## src/rtl/ram_ctrl_pkg.sv

```systemverilog
// ram_ctrl_pkg
//   Shared helpers for the round-robin RAM access controller.
//   - next_rr_idx  : modulo-n increment used to walk the round-robin ring
//   - rr_reset_idx : pointer value loaded at reset (last index, so index 0
//                    is searched first)
package ram_ctrl_pkg;

  function automatic int next_rr_idx(input int idx, input int n);
    return (idx >= n - 1) ? 0 : idx + 1;
  endfunction

  function automatic int rr_reset_idx(input int n);
    return n - 1;
  endfunction

endpackage

```

## src/rtl/rr_arbiter.sv

```systemverilog
// rr_arbiter
//   N-way round-robin arbiter. The pointer holds the last granted index; the
//   search starts one past it and wraps. The pointer moves only on a grant.
//   Ports:
//     clk_i, rstn_i  : clock, asynchronous active-low reset
//     req_i[N]       : request vector
//     gnt_o[N]       : one-hot grant (all zero while in reset or idle)
//     gnt_id_o       : index of the granted requester
//     gnt_valid_o    : a grant was issued this cycle
module rr_arbiter
  import ram_ctrl_pkg::*;
#(
  parameter  int N    = 2,
  localparam int ID_W = $clog2(N)
) (
  input  logic            clk_i,
  input  logic            rstn_i,
  input  logic [N-1:0]    req_i,
  output logic [N-1:0]    gnt_o,
  output logic [ID_W-1:0] gnt_id_o,
  output logic            gnt_valid_o
);

  localparam logic [ID_W-1:0] PTR_RST = ID_W'(rr_reset_idx(N));

  logic [ID_W-1:0] ptr_q;

  always_ff @(posedge clk_i or negedge rstn_i) begin
    if (!rstn_i) begin
      ptr_q <= PTR_RST;
    end else if (gnt_valid_o) begin
      ptr_q <= gnt_id_o;
    end
  end

  always_comb begin
    int              cand;
    logic [ID_W-1:0] cand_id;
    logic            found;
    gnt_o       = '0;
    gnt_id_o    = '0;
    gnt_valid_o = 1'b0;
    found       = 1'b0;
    cand        = next_rr_idx(int'(ptr_q), N);
    cand_id     = '0;
    for (int k = 0; k < N; k++) begin
      cand_id = ID_W'(cand);
      if (!found && req_i[cand_id]) begin
        found          = 1'b1;
        gnt_o[cand_id] = 1'b1;
        gnt_id_o       = cand_id;
      end
      cand = next_rr_idx(cand, N);
    end
    gnt_valid_o = found;
    // No grants while reset is held, even if requesters are asserting valid.
    if (!rstn_i) begin
      gnt_o       = '0;
      gnt_id_o    = '0;
      gnt_valid_o = 1'b0;
    end
  end

endmodule

```

## src/rtl/ram_rr_ctrl.sv

```systemverilog
// ram_rr_ctrl
//   Shares one simple dual-port byte-enable RAM (write port A, registered
//   read port B with 1-cycle latency) among N_REQ requesters. Writes and
//   reads are arbitrated independently, so one of each can be granted per
//   cycle. Read data returns to the grantee one cycle later.
//   Ports:
//     clk_i, rstn_i            : clock, asynchronous active-low reset
//     req_valid_i/req_ready_o  : per-requester handshake (ready is
//                                combinational from valid)
//     req_we_i, req_be_i,
//     req_addr_i, req_wdata_i  : per-requester payload
//     rsp_valid_o              : one-hot read-data strobe
//     rsp_rdata_o              : shared read data (zero when not valid or
//                                when the address was out of range)
//     ram_we_o, ram_be_o,
//     ram_addr_a_o, ram_data_a_o : RAM write port
//     ram_addr_b_o, ram_data_b_i : RAM read port
module ram_rr_ctrl
  import ram_ctrl_pkg::*;
#(
  parameter  int N_REQ         = 2,
  parameter  int BYTE_WIDTH    = 8,
  parameter  int BYTES_IN_WORD = 4,
  parameter  int WORD_COUNT    = 256,
  localparam int ADDR_WIDTH    = $clog2(WORD_COUNT),
  localparam int WORD_WIDTH    = BYTE_WIDTH * BYTES_IN_WORD,
  localparam int ID_WIDTH      = $clog2(N_REQ)
) (
  input  logic                                  clk_i,
  input  logic                                  rstn_i,
  input  logic [N_REQ-1:0]                      req_valid_i,
  output logic [N_REQ-1:0]                      req_ready_o,
  input  logic [N_REQ-1:0]                      req_we_i,
  input  logic [N_REQ-1:0][BYTES_IN_WORD-1:0]   req_be_i,
  input  logic [N_REQ-1:0][ADDR_WIDTH-1:0]      req_addr_i,
  input  logic [N_REQ-1:0][WORD_WIDTH-1:0]      req_wdata_i,
  output logic [N_REQ-1:0]                      rsp_valid_o,
  output logic [WORD_WIDTH-1:0]                 rsp_rdata_o,
  output logic                                  ram_we_o,
  output logic [BYTES_IN_WORD-1:0]              ram_be_o,
  output logic [ADDR_WIDTH-1:0]                 ram_addr_a_o,
  output logic [WORD_WIDTH-1:0]                 ram_data_a_o,
  output logic [ADDR_WIDTH-1:0]                 ram_addr_b_o,
  input  logic [WORD_WIDTH-1:0]                 ram_data_b_i
);

  // Depth need not be a power of two, so addresses above the last word are
  // representable and must be filtered.
  function automatic logic addr_in_range(input logic [ADDR_WIDTH-1:0] a);
    return {1'b0, a} < (ADDR_WIDTH + 1)'(WORD_COUNT);
  endfunction

  logic [N_REQ-1:0]    wr_req, rd_req;
  logic [N_REQ-1:0]    wr_gnt, rd_gnt;
  logic [ID_WIDTH-1:0] wr_gnt_id, rd_gnt_id;
  logic                wr_gnt_valid, rd_gnt_valid;

  assign wr_req = req_valid_i & req_we_i;
  assign rd_req = req_valid_i & ~req_we_i;

  rr_arbiter #(.N(N_REQ)) u_wr_arb (
    .clk_i       (clk_i),
    .rstn_i      (rstn_i),
    .req_i       (wr_req),
    .gnt_o       (wr_gnt),
    .gnt_id_o    (wr_gnt_id),
    .gnt_valid_o (wr_gnt_valid)
  );

  rr_arbiter #(.N(N_REQ)) u_rd_arb (
    .clk_i       (clk_i),
    .rstn_i      (rstn_i),
    .req_i       (rd_req),
    .gnt_o       (rd_gnt),
    .gnt_id_o    (rd_gnt_id),
    .gnt_valid_o (rd_gnt_valid)
  );

  // A requester sits in exactly one class per cycle, so OR-ing is safe.
  assign req_ready_o = wr_gnt | rd_gnt;

  // ---- stage p0: grant, payload mux, RAM port drive ----
  // Gating by the grant valid zeroes the RAM ports when idle or in reset.
  assign ram_be_o     = wr_gnt_valid ? req_be_i[wr_gnt_id]    : '0;
  assign ram_addr_a_o = wr_gnt_valid ? req_addr_i[wr_gnt_id]  : '0;
  assign ram_data_a_o = wr_gnt_valid ? req_wdata_i[wr_gnt_id] : '0;
  assign ram_we_o     = wr_gnt_valid & addr_in_range(ram_addr_a_o) & (|ram_be_o);
  assign ram_addr_b_o = rd_gnt_valid ? req_addr_i[rd_gnt_id]  : '0;

  // ---- stage p1: read response, aligned with registered RAM data ----
  logic                rsp_vld_p1;
  logic [ID_WIDTH-1:0] rsp_id_p1;
  logic                rsp_oor_p1;

  always_ff @(posedge clk_i or negedge rstn_i) begin
    if (!rstn_i) begin
      rsp_vld_p1 <= 1'b0;
    end else begin
      rsp_vld_p1 <= rd_gnt_valid;
    end
  end

  // Qualified by rsp_vld_p1, so these carry no reset.
  always_ff @(posedge clk_i) begin
    rsp_id_p1  <= rd_gnt_id;
    rsp_oor_p1 <= !addr_in_range(ram_addr_b_o);
  end

  always_comb begin
    rsp_valid_o = '0;
    for (int i = 0; i < N_REQ; i++) begin
      rsp_valid_o[i] = rsp_vld_p1 && (rsp_id_p1 == ID_WIDTH'(i));
    end
  end

  assign rsp_rdata_o = (rsp_vld_p1 && !rsp_oor_p1) ? ram_data_b_i : '0;

endmodule

```

## config.mk

```make
export PLATFORM = sky130hd
export DESIGN_NAME = ram_rr_ctrl
export DESIGN_NICKNAME = d
export VERILOG_FILES = /design/src/rtl/ram_ctrl_pkg.sv /design/src/rtl/rr_arbiter.sv /design/src/rtl/ram_rr_ctrl.sv
export SDC_FILE = /design/constraint.sdc
export NUM_CORES = 1
export LEC_CHECK = 0
export ABC_AREA = 1
export BUFFER_PORTS_ARGS = -buffer_cell sky130_fd_sc_hd__buf_2
export CAP_MARGIN = 25
export CORE_AREA = 2 2 84 86
export CTS_CLUSTER_SIZE = 30
export DETAILED_ROUTE_END_ITERATION = 8
export DIE_AREA = 0 0 86 88
export PLACE_DENSITY = 0.58
export RECOVER_POWER = 100
export REMOVE_ABC_BUFFERS = 1
export SLEW_MARGIN = 5
export SYNTH_ARGS = -nofsm -noshare
export SYNTH_HDL_FRONTEND = slang
export SYNTH_SLANG_ARGS = --single-unit
```

## constraint.sdc

```tcl
create_clock -name clk_i -period 1.45 [get_ports clk_i]
set_clock_uncertainty 0.05 [all_clocks]
set_input_delay 0.145 -clock clk_i [delete_from_list [all_inputs] [get_ports clk_i]]
set_output_delay 0.145 -clock clk_i [all_outputs]
set_load 0.03 [all_outputs]
```

== Word-level counts from Yosys, hierarchy flattened ==
Cells that the tools add are included.

* Multiplexer cells: 51
* Bitwise gates (word level): 8
* Magnitude comparators: 14
* Reductions and logical operators: 11
* Add/subtract/negate cells: 4

{| class="wikitable"
|+ Operators with widths
! kind !! count
|-
| $mux 32 || 4
|-
| $ge 32x2->1 const B || 2
|-
| $mux 8 || 6
|-
| $mux 1 || 26
|-
| $mux 2 || 8
|-
| $lt 1x2->1 const B || 6
|-
| $mux 4 || 3
|-
| $logic_and 1x1->1 || 8
|-
| $ge 1x1->1 const B || 6
|-
| $or 2x2->2 || 3
|-
| $add 1x1->2 const B || 2
|-
| $and 2x2->2 || 2
|-
| $demux 1 s1 || 4
|-
| $reduce_or 4->1 || 1
|-
| $add 1x1->1 const B || 2
|-
| $logic_not 1->1 || 2
|-
| $not 2->2 || 1
|-
| $and 1x1->1 || 1
|-
| $not 1->1 || 1
|}

* Input port bits: 126
* Bits in registers: 4
* Word-level logic and storage cells: 92
* Output and inout port bits: 89

== Longest topological paths before layout ==
Gate-level depths: netlist (run 1).

* Depth after elaboration: 14
* Depth in mapped cells: 9
* Depth with buffers taken out: 8

== Cells and area by module ==
Synthesis (run 1) repeated with hierarchy kept, for this count alone.

* Cells, all modules: 298
* Area, all modules: 1368.8 µm²

{| class="wikitable"
|+ Modules (own cells, without submodules)
! module !! instances !! cells each !! area an instance (µm²) !! sequential area each (µm²)
|-
| ram_rr_ctrl || 1 || 274 || 1226.2 || 45.0
|-
| rr_arbiter || 2 || 12 || 71.3 || 26.3
|}

== Worst setup path before layout (run 1) ==
OpenSTA, ideal clock, no wires.

* Kind: register to output
* From: register u_wr_arb.ptr_q
* To: output port ram_addr_a_o[0]
* Buffers on the path: 2
* Data required time: 1.255 ns
* Slack: -0.235 ns
* Arrival time: 1.490 ns
* Stages on the path, launching flop included: 7
* Path through: dfstp_2 > nand3_2 > nand2_2 > buf_6 > buf_2 > nor2_1 > nor2_1

* Longest elaborated chain between the ends: 12
* Elaborated cells on any way between the ends: 21
* Classes of those cells: add/sub: 2; order compare: 2; mux: 15; reduce/logical: 2

{| class="wikitable"
|+ Ends and longest elaborated chain
! element !! line !! source
|-
| start, declared || rr_arbiter.sv:26 || <nowiki>logic [ID_W-1:0] ptr_q;</nowiki>
|-
| start signal, assigned || rr_arbiter.sv:32 || <nowiki>ptr_q <= gnt_id_o;</nowiki>
|-
| $add 1x1->2 / $ge 1x1->1 (equally long branches) || ram_ctrl_pkg.sv:9 || <nowiki>return (idx >= n - 1) ? 0 : idx + 1;</nowiki>
|-
| $mux 2 (*) || ram_ctrl_pkg.sv:9 ||
|-
| $ge 32x2->1, or another cell as far along || ram_ctrl_pkg.sv:9 ||
|-
| $mux 1, on equally long branches || ram_ctrl_pkg.sv:9, rr_arbiter.sv:48 ||
|-
| $mux 1 (not written as such) || rr_arbiter.sv:48 || <nowiki>if (!found && req_i[cand_id]) begin</nowiki>
|-
| $mux 1 (not written as such) / $logic_not 1->1 (equally long branches) || rr_arbiter.sv:48 ||
|-
| $logic_and 1x1->1 || rr_arbiter.sv:48 ||
|-
| $mux 1 || rr_arbiter.sv:48 ||
|-
| $mux 1 || rr_arbiter.sv:57 || <nowiki>if (!rstn_i) begin</nowiki>
|-
| $mux 8 (not written as such) (2 in series) || ram_rr_ctrl.sv:85 || <nowiki>assign ram_addr_a_o = wr_gnt_valid ? req_addr_i[wr_gnt_id] : '0;</nowiki>
|-
| $mux 8 (*) || ram_rr_ctrl.sv:85 ||
|-
| end, declared || ram_rr_ctrl.sv:41 || <nowiki>output logic [ADDR_WIDTH-1:0] ram_addr_a_o,</nowiki>
|}

Mark *: on every way between the ends. The rest lies on a longest branch, timed or not. The select of a mux whose other input is x is not followed.

== Worst setup path in the final report (run 1) ==
* From: register u_wr_arb.ptr_q
* To: output port ram_we_o

* Longest elaborated chain between the ends: 14
* Elaborated cells on any way between the ends: 23
* Classes of those cells: add/sub: 2; order compare: 2; mux: 15; bitwise: 1; reduce/logical: 3

{| class="wikitable"
|+ Ends and longest elaborated chain
! element !! line !! source
|-
| $add 1x1->2 / $ge 1x1->1 (equally long branches) || ram_ctrl_pkg.sv:9 ||
|-
| $mux 2 (*) || ram_ctrl_pkg.sv:9 ||
|-
| $ge 32x2->1, or another cell as far along || ram_ctrl_pkg.sv:9 ||
|-
| $mux 1, on equally long branches || ram_ctrl_pkg.sv:9, rr_arbiter.sv:48 ||
|-
| $mux 1 (not written as such) || rr_arbiter.sv:48 ||
|-
| $mux 1 (not written as such) / $logic_not 1->1 (equally long branches) || rr_arbiter.sv:48 ||
|-
| $logic_and 1x1->1 || rr_arbiter.sv:48 ||
|-
| $mux 1 || rr_arbiter.sv:48 ||
|-
| $mux 1 || rr_arbiter.sv:57 ||
|-
| $mux 4 (not written as such) (2 in series) || ram_rr_ctrl.sv:84 || <nowiki>assign ram_be_o = wr_gnt_valid ? req_be_i[wr_gnt_id] : '0;</nowiki>
|-
| $mux 4 || ram_rr_ctrl.sv:84 ||
|-
| $reduce_or 4->1 || ram_rr_ctrl.sv:87 || <nowiki>assign ram_we_o = wr_gnt_valid & addr_in_range(ram_addr_a_o) & (|ram_be_o);</nowiki>
|-
| $and 1x1->1 (*) || ram_rr_ctrl.sv:87 ||
|-
| end, declared || ram_rr_ctrl.sv:39 || <nowiki>output logic ram_we_o,</nowiki>
|}

Marks and branches as above.

==> results of run 1 <==
[power by group through the flow]
stage / sequential [uW] / clock, uW / combinational (uW)
floorplan: 149 / 0 / 466
global route: 142 / 274 / 1040
global placement: 140 / 0 / 876
CTS: 141 / 265 / 952
finish: 140 / 254 / 962
detailed placement: 142 / 0 / 878
[critical path, stage by stage (launching register included)]
cell and delay (ns):
sky130_fd_sc_hd__dfstp_2 0.53, sky130_fd_sc_hd__nand3_2 0.07, sky130_fd_sc_hd__nand2_2 0.09, sky130_fd_sc_hd__buf_6 0.16, sky130_fd_sc_hd__buf_6 0.11, sky130_fd_sc_hd__nand2_1 0.04
sky130_fd_sc_hd__nand3_1 0.08, sky130_fd_sc_hd__nand2_1 0.05, sky130_fd_sc_hd__inv_1 0.06, sky130_fd_sc_hd__nand2_1 0.06, sky130_fd_sc_hd__buf_6 0.14
[flip-flops by register name, indices dropped and copies added (netlist names)]
name            count
u_wr_arb.ptr_q      1
rsp_id_p1           1
rsp_vld_p1          1
u_rd_arb.ptr_q      1
[how the worst max path moves through the flow]
stage	startpoint	endpoint	slack (ns)	cells after the start
CTS	u_wr_arb.ptr_q	ram_addr_a_o[1]	-0.38	7
detailed placement	u_wr_arb.ptr_q	ram_addr_a_o[4]	-0.21	7
finish	u_wr_arb.ptr_q	ram_we_o	-0.35	10
global placement	u_wr_arb.ptr_q	ram_addr_a_o[4]	-0.17	7
floorplan	u_wr_arb.ptr_q	ram_addr_a_o[0]	-0.78	5
global route	u_wr_arb.ptr_q	ram_we_o	-0.47	10
[cells in the final DEF, fill, tap and decap left out]
cell type / instances
sky130_fd_sc_hd__o21ai_0: 33
sky130_fd_sc_hd__nand2_2: 2
sky130_fd_sc_hd__nor2_4: 1
sky130_fd_sc_hd__dfrtp_1: 1
sky130_fd_sc_hd__dfstp_2: 2
sky130_fd_sc_hd__inv_4: 1
sky130_fd_sc_hd__dfxtp_1: 1
sky130_fd_sc_hd__o21ai_1: 12
sky130_fd_sc_hd__buf_12: 4
sky130_fd_sc_hd__buf_4: 44
sky130_fd_sc_hd__a31oi_4: 1
sky130_fd_sc_hd__clkbuf_1: 3
sky130_fd_sc_hd__clkbuf_4: 1
sky130_fd_sc_hd__inv_2: 2
sky130_fd_sc_hd__dlygate4sd3_1: 1
sky130_fd_sc_hd__buf_16: 1
sky130_fd_sc_hd__nand2_1: 46
sky130_fd_sc_hd__buf_6: 7
sky130_fd_sc_hd__o21ai_2: 5
sky130_fd_sc_hd__nor2_2: 2
sky130_fd_sc_hd__buf_2: 175
sky130_fd_sc_hd__nand3_1: 10
sky130_fd_sc_hd__clkinvlp_4: 1
sky130_fd_sc_hd__inv_1: 51
sky130_fd_sc_hd__clkbuf_8: 3
sky130_fd_sc_hd__clkbuf_2: 6
sky130_fd_sc_hd__nor2_1: 96
sky130_fd_sc_hd__nand3_2: 2
sky130_fd_sc_hd__a21oi_4: 2
[cell families after synthesis]
logic type / count (synthesis)
and+or+nand+nor: 159
buffers and inverters: 71
DFF: 4
AOI/OAI and AO/OA: 53
[routing by layer]
layer | GRT usage [%] | wire length (um)
met5 | 0 | 0
met4 | 3.463 | 85
met3 | 2.828 | 609
met2 | 31.01 | 3444
met1 | 17.22 | 2533
[final cells by class]
class,count,area share [%]
clock buffer,4,1.572
inverter,54,7.162
tap,80,3.493
multi-input combinational,212,33.58
timing repair buffer,241,50.52
timing repair inverter,1,0.2620
sequential,4,3.406
[stage by stage]
stage / cells / total power, uW
2_1_floorplan: 270 / 615.3
3_3_place_gp: 585 / 1016
3_5_place_dp: 585 / 1020
4_1_cts: 595 / 1358
5_1_grt: 596 / 1461
6_report: 596 / 1356
[what timing repair did]
action / CTS / global route
gates cloned: 2 / 0
hold buffers: 1 / 0
pin swaps: 3 / 5
hold endpoints to repair: 3 / 0
gates resized for setup: 51 / 14
buffers inserted: 3 / 1
endpoints found under the setup margin: 55 / 55
==> PnR_summary.wiki, run 1 <==
{| class="wikitable"
! Metric !! Value
|-
| Top_reg_cell synth || sky130_fd_sc_hd__dfstp_2
|-
| WHS || 0.2692 ns
|-
| Worst Max-Slew Pin Slew || 0.3673 ns
|-
| Worst min-delay path category || in -> reg
|-
| Layout Cell Area excl Fill || 2865 sq um
|-
| Initial antenna violation count || 0
|-
| Most numerous cell in the Yosys netlist || sky130_fd_sc_hd__nor2_1
|-
| Beginning of the worst register-to-register path || u_rd_arb.ptr_q
|-
| Dominant cell type by area after synthesis || sky130_fd_sc_hd__nor2_1
|-
| Synth Register Bits || 4
|-
| Wire length per cell || 11.19 um
|-
| Capturing element type of the critical path || output port
|-
| Final critical-path share of the clock period || 124.1%
|-
| Proportion of power drawn by the clock network || 18.8%
|-
| Violations in the final reports || setup timing
|-
| Net switching power || 648.4 uW
|-
| Number of cell instances on the worst register-to-register path || 5
|-
| Worst-case vdd ir drop || 0.1643 mV
|-
| Count of final hold-check violations || 0
|-
| Internal reg-to-reg setup slack || 0.18 ns
|-
| Mean instance size in the synthesized netlist || 4.621 sq um
|-
| Crit path arrival time || 1.60 ns
|-
| Compound-Gate Fraction of Synth Area || 21.23%
|-
| Fill cell count || 747
|-
| Worst Hold Depth || 5
|-
| Post-Route Utilization || 43.13%
|-
| Vias || 2,517
|-
| Final Worst Setup Slack || -0.3498 ns
|-
| Wire length of the first global-routing pass || 9798 um
|-
| Area of placed instances || 2603 sq um
|-
| Fin Setup TNS || -14.88 ns
|-
| Post-place setup slack || -0.2119 ns
|-
| Multiplexer share of the synthesized area || 0%
|-
| Cells taking the most area after synthesis || sky130_fd_sc_hd__nor2_1, sky130_fd_sc_hd__o21ai_0, sky130_fd_sc_hd__inv_1
|-
| Hold-critical path endpoint || u_wr_arb.ptr_q
|-
| Sw frac || 47.80%
|-
| Skew-Pair Late Insertion Delay || 0.22 ns
|-
| Proportion of layout cells with a drive suffix above 1 || 50.78%
|-
| Number of antenna cells inserted || 0
|-
| Status || finished with violations
|-
| Total Die Area || 7568 sq um
|-
| Detailed-route DRC error count || 0
|-
| Total routing resource utilization after global routing || 15.68%
|-
| Total congestion overflow || 0
|-
| Terminus of the critical flop-to-flop path || u_rd_arb.ptr_q
|-
| Most common library cells after synthesis || sky130_fd_sc_hd__nor2_1, sky130_fd_sc_hd__inv_1, sky130_fd_sc_hd__nand2_1
|-
| Type of element launching the critical path || register
|-
| Clock transition at the registers of the reported paths || 0.03 ns
|-
| CTS tree || built
|-
| Maximum number of pins on one net before global-route repair || 40
|-
| Hold wc startpoint || rstn_i
|-
| Worst Path Max Fanout || 6
|-
| Vertical die dimension || 88 um
|-
| Area added between synthesis and finish || 116.0%
|-
| 1st-iter DRT viols || 28
|-
| Distinct cell type count of the synthesized netlist || 20
|-
| Layout net count || 643
|-
| Simple-gate area share of the yosys netlist || 47.45%
|-
| Routability cong. || 0.7660
|-
| Share of synthesized cell area in full adder, half adder and majority cells || 0%
|-
| Area inside the core boundary || 6644 sq um
|-
| Cell Pwr Density || 473.4 nW/um^2
|-
| Root buf cell || sky130_fd_sc_hd__clkbuf_8
|-
| Reg area || 97.59 sq um
|-
| Iteration count of the initial detailed-routing pass || 4
|-
| Post-detailed-placement half-perimeter wirelength || 5166 um
|-
| Reported max-cap violation count || 0
|-
| Per-cell via count in the routed design || 4.223
|-
| Post-synthesis share of cell area spent on xor and xnor gates || 0%
|-
| RSZ-0062 raised after global routing || true
|-
| Cell count after synthesis || 287
|-
| Multi-input gate area in the final layout || 962.2 sq um
|-
| Max transition margin || 75.43%
|-
| Vias in the first global route || 2,269
|-
| Antenna viol nets, final || 0
|-
| FP Rows || 30
|-
| # clock sinks || 4
|-
| Number of clock buffers inserted by TritonCTS || 3
|-
| Number of enable flip-flop cells after synthesis || 0
|-
| Total length of routed wires || 6672 um
|-
| Critical setup path kind || reg -> out
|-
| Combined area of all synthesized cells || 1326 sq um
|-
| CTS H-tree lvls || 1
|-
| Yosys warning count || 0
|-
| Number of top-level pins || 215
|-
| Fraction of post-synthesis cell area in the top cell type by area || 27.74%
|-
| Number of buffers added on ports || 214
|-
| Highest clock rate || 555.6 MHz
|-
| Final setup vio count || 55
|-
| Cell leakage power || 0.001974 uW
|-
| Final critical delay including setup and external delays || 1.800 ns
|-
| Power Internal || 708.0 uW
|-
| Combinational share of power || 70.9%
|-
| Dominant combinational cell family by area after synthesis || simple AND/OR/NAND/NOR gates
|-
| Effective utilization at floorplan || 19.96%
|-
| Sequential area share after synthesis || 7.358%
|-
| Required time reported for the critical path endpoint || 1.25 ns
|-
| Async set-reset flop share out of synthesis || 75.00%
|-
| Die extent in x || 86 um
|-
| Final Slew Violations || 0
|-
| Flop pwr share || 10.3%
|-
| Number of buffers on the longest clock path || 2
|}
Power figures use the tool's default switching activity.
==> inputs of run 2 (changes only) <==
CTS_BUF_LIST = sky130_fd_sc_hd__clkbuf_2   (was unset)
==> run 2 against run 1 <==
  * The run still ends with setup timing left
  * Final area is essentially flat
  * Via count grew 0.36%
  * Sequential cell count is the same
  * Worst setup slack gained 0.0085 ns
  * Global-route usage shrank 0.098 points
  * Combinational power grew 1%
  * First-iteration DRC count grew 3.6%
  * Register-to-register slack lost 0.02 ns
  * Hold slack gained 0.0023 ns
==> PnR_summary.wiki, run 2 (synthesis results as in run 1) <==
{| class="wikitable"
! Metric !! Value
|-
| Wire length of the first global-routing pass || 9763 um (-0.36%)
|-
| Antenna viol nets, final || 0 (unchanged)
|-
| Crit path arrival time || 1.60 ns (about the same)
|-
| FP Rows || 30 (unchanged)
|-
| Post-place setup slack || -0.2119 ns (unchanged)
|-
| Final Slew Violations || 0 (unchanged)
|-
| Highest clock rate || 558.2 MHz (+0.47%)
|-
| Status || finished with violations
|-
| Root buf cell || sky130_fd_sc_hd__clkbuf_2
|-
| Commonest cells after routing, fill and taps aside || sky130_fd_sc_hd__buf_2, sky130_fd_sc_hd__nor2_1, sky130_fd_sc_hd__inv_1
|-
| Critical setup path kind || reg -> out
|-
| Required time reported for the critical path endpoint || 1.25 ns (about the same)
|-
| Final Worst Setup Slack || -0.3413 ns (+0.008487 ns)
|-
| Detailed-route DRC error count || 0 (unchanged)
|-
| CTS H-tree lvls || 1 (unchanged)
|-
| Sw frac || 51.54% (+3.7 points)
|-
| Per-cell via count in the routed design || 4.224 (about the same)
|-
| Most common cell after layout, fill and taps aside || sky130_fd_sc_hd__buf_2
|-
| Worst Max-Slew Pin Slew || 0.4400 ns (+0.07270 ns)
|-
| Total length of routed wires || 6649 um (-0.34%)
|-
| Number of antenna cells inserted || 0 (unchanged)
|-
| Max transition margin || 70.56% (-4.9 points)
|-
| Cells after DPL || 585 (unchanged)
|-
| WHS || 0.2715 ns (+0.002316 ns)
|-
| # clock sinks || 4 (unchanged)
|-
| Die extent in x || 86 um (unchanged)
|-
| Proportion of power drawn by the clock network || 10.1% (-8.7 points)
|-
| Cell Pwr Density || 432.0 nW/um^2 (-8.7%)
|-
| CTS tree || built
|-
| Worst min-delay path category || in -> reg
|-
| Fill cell count || 748 (+0.13%)
|-
| Number of buffers on the longest clock path || 2 (unchanged)
|-
| Reported max-cap violation count || 0 (unchanged)
|-
| Final critical delay including setup and external delays || 1.791 ns (-0.008487 ns)
|-
| Worst-case vdd ir drop || 0.1618 mV (-1.5%)
|-
| Final cell count without fillers || 598 (+0.34%)
|-
| RSZ-0062 raised after global routing || true
|-
| Total congestion overflow || 0 (unchanged)
|-
| Post-Route Utilization || 43.09% (about the same)
|-
| Area inside the core boundary || 6644 sq um (unchanged)
|-
| Violations in the final reports || setup timing
|-
| Terminus of the critical flop-to-flop path || u_rd_arb.ptr_q
|-
| Cell leakage power || 0.001980 uW (+0.30%)
|-
| Hold wc startpoint || rstn_i
|-
| 1st-iter DRT viols || 29 (+3.6%)
|-
| Multi-input gate area in the final layout || 969.7 sq um (+0.78%)
|-
| Overall power consumption || 1237 uW (-8.8%)
|-
| Power Internal || 599.4 uW (-15%)
|-
| Worst Path Max Fanout || 6 (unchanged)
|-
| Proportion of layout cells with a drive suffix above 1 || 51.16% (+0.38 points)
|-
| Initial antenna violation count || 0 (unchanged)
|-
| Iteration count of the initial detailed-routing pass || 4 (unchanged)
|-
| Net switching power || 637.5 uW (-1.7%)
|-
| Reg area || 97.59 sq um (unchanged)
|-
| Beginning of the worst register-to-register path || u_rd_arb.ptr_q
|-
| Post-detailed-placement half-perimeter wirelength || 5166 um (unchanged)
|-
| Skew-Pair Late Insertion Delay || 0.21 ns (about the same)
|-
| Type of element launching the critical path || register
|-
| Hold-critical path endpoint || u_wr_arb.ptr_q
|-
| Number of buffers added on ports || 214 (unchanged)
|-
| Routability cong. || 0.7660 (unchanged)
|-
| Number of top-level pins || 215 (unchanged)
|-
| Layout net count || 645 (+0.31%)
|-
| Total routing resource utilization after global routing || 15.58% (-0.098 points)
|-
| Wire length per cell || 11.12 um (-0.68%)
|-
| Total Die Area || 7568 sq um (unchanged)
|-
| Area added between synthesis and finish || 115.8% (about the same)
|-
| Number of clock buffers inserted by TritonCTS || 3 (unchanged)
|-
| Count of final hold-check violations || 0 (unchanged)
|-
| Number of cell instances on the worst register-to-register path || 5 (unchanged)
|-
| Internal reg-to-reg setup slack || 0.16 ns (-0.02 ns)
|-
| Combinational share of power || 78.6% (+7.7 points)
|-
| Vertical die dimension || 88 um (unchanged)
|-
| Vias in the first global route || 2,261 (-0.35%)
|-
| Final setup vio count || 55 (unchanged)
|-
| Final critical-path share of the clock period || 123.5% (-0.59 points)
|-
| Capturing element type of the critical path || output port
|-
| Maximum number of pins on one net before global-route repair || 40 (unchanged)
|-
| Effective utilization at floorplan || 19.96% (unchanged)
|-
| Worst Hold Depth || 5 (unchanged)
|-
| Clock transition at the registers of the reported paths || 0.04 ns (about the same)
|-
| Flop pwr share || 11.3% (+1.0 points)
|-
| Vias || 2,526 (+0.36%)
|}
[run 2: changes by cell type in the layout (fill, tap and decap cells not counted)]
cell and change:
sky130_fd_sc_hd__clkbuf_1 -1, sky130_fd_sc_hd__clkbuf_2 +1, sky130_fd_sc_hd__clkbuf_4 -1, sky130_fd_sc_hd__buf_2 +3
sky130_fd_sc_hd__buf_4 +3, sky130_fd_sc_hd__o21ai_2 -1, sky130_fd_sc_hd__o21ai_4 +1, sky130_fd_sc_hd__clkbuf_8 -3
[run 2: critical path, stage by stage, from the launching register on]
cell	delay (ns)
sky130_fd_sc_hd__dfstp_2	0.53
sky130_fd_sc_hd__nand3_2	0.07
sky130_fd_sc_hd__nand2_2	0.09
sky130_fd_sc_hd__buf_6	0.16
sky130_fd_sc_hd__buf_6	0.11
sky130_fd_sc_hd__nand2_1	0.04
sky130_fd_sc_hd__nand3_1	0.08
sky130_fd_sc_hd__nand2_1	0.05
sky130_fd_sc_hd__inv_1	0.05
sky130_fd_sc_hd__nand2_1	0.06
sky130_fd_sc_hd__buf_6	0.14
[run 2: layout make-up]
class | instances | area share, %
timing repair buffer | 243 | 51.09
multi-input combinational | 212 | 33.87
tap | 80 | 3.496
sequential | 4 | 3.409
inverter | 54 | 7.168
clock buffer | 4 | 0.6993
timing repair inverter | 1 | 0.2622
[run 2: repair_timing]
action,4_1_cts,5_1_grt
endpoints found under the hold margin,3,0
cloned,2,0
hold buffers,1,0
setup buffers,3,3
pin swaps,3,5
gates resized for setup,51,15
setup endpoints to repair,55,55
[run 2: power by group through the flow]
stage / Combinational, uW / Sequential [uW] / Clock [uW]
after floorplan: 466 / 149 / 0
after global placement: 876 / 140 / 0
after detailed placement: 878 / 142 / 0
after CTS: 952 / 140 / 132
after global routing: 1050 / 142 / 141
final: 972 / 140 / 125
[run 2: how the worst max path moves through the flow]
| stage | start | end | slack, ns | cells past startpoint |
|---|---|---|---|---|
| 3_3_place_gp | u_wr_arb.ptr_q | ram_addr_a_o[4] | -0.17 | 7 |
| 4_1_cts | u_wr_arb.ptr_q | ram_addr_a_o[1] | -0.38 | 7 |
| 3_5_place_dp | u_wr_arb.ptr_q | ram_addr_a_o[4] | -0.21 | 7 |
| 2_1_floorplan | u_wr_arb.ptr_q | ram_addr_a_o[0] | -0.78 | 5 |
| 5_1_grt | u_wr_arb.ptr_q | ram_we_o | -0.48 | 10 |
| 6_report | u_wr_arb.ptr_q | ram_we_o | -0.34 | 10 |
[run 2: per-layer routing]
| metal | track usage, % | vias up | part of all wire, % |
|---|---|---|---|
| met5 | 0 | - | 0 |
| met4 | 3.030 | 0 | 0.98 |
| met3 | 2.828 | 6 | 9.0 |
| met2 | 30.94 | 135 | 52 |
| met1 | 17.16 | 1062 | 38 |
| li1 | - | 1323 | - |
[run 2: stage by stage]
| step | setup TNS [ns] | cell area [sq um] |
|---|---|---|
| 2_1_floorplan | -29.77 | 1211 |
| 3_3_place_gp | -4.585 | 2603 |
| 3_5_place_dp | -6.008 | 2603 |
| 4_1_cts | -16.28 | 2810 |
| 5_1_grt | -22.28 | 2863 |
| 6_report | -14.56 | 2863 |
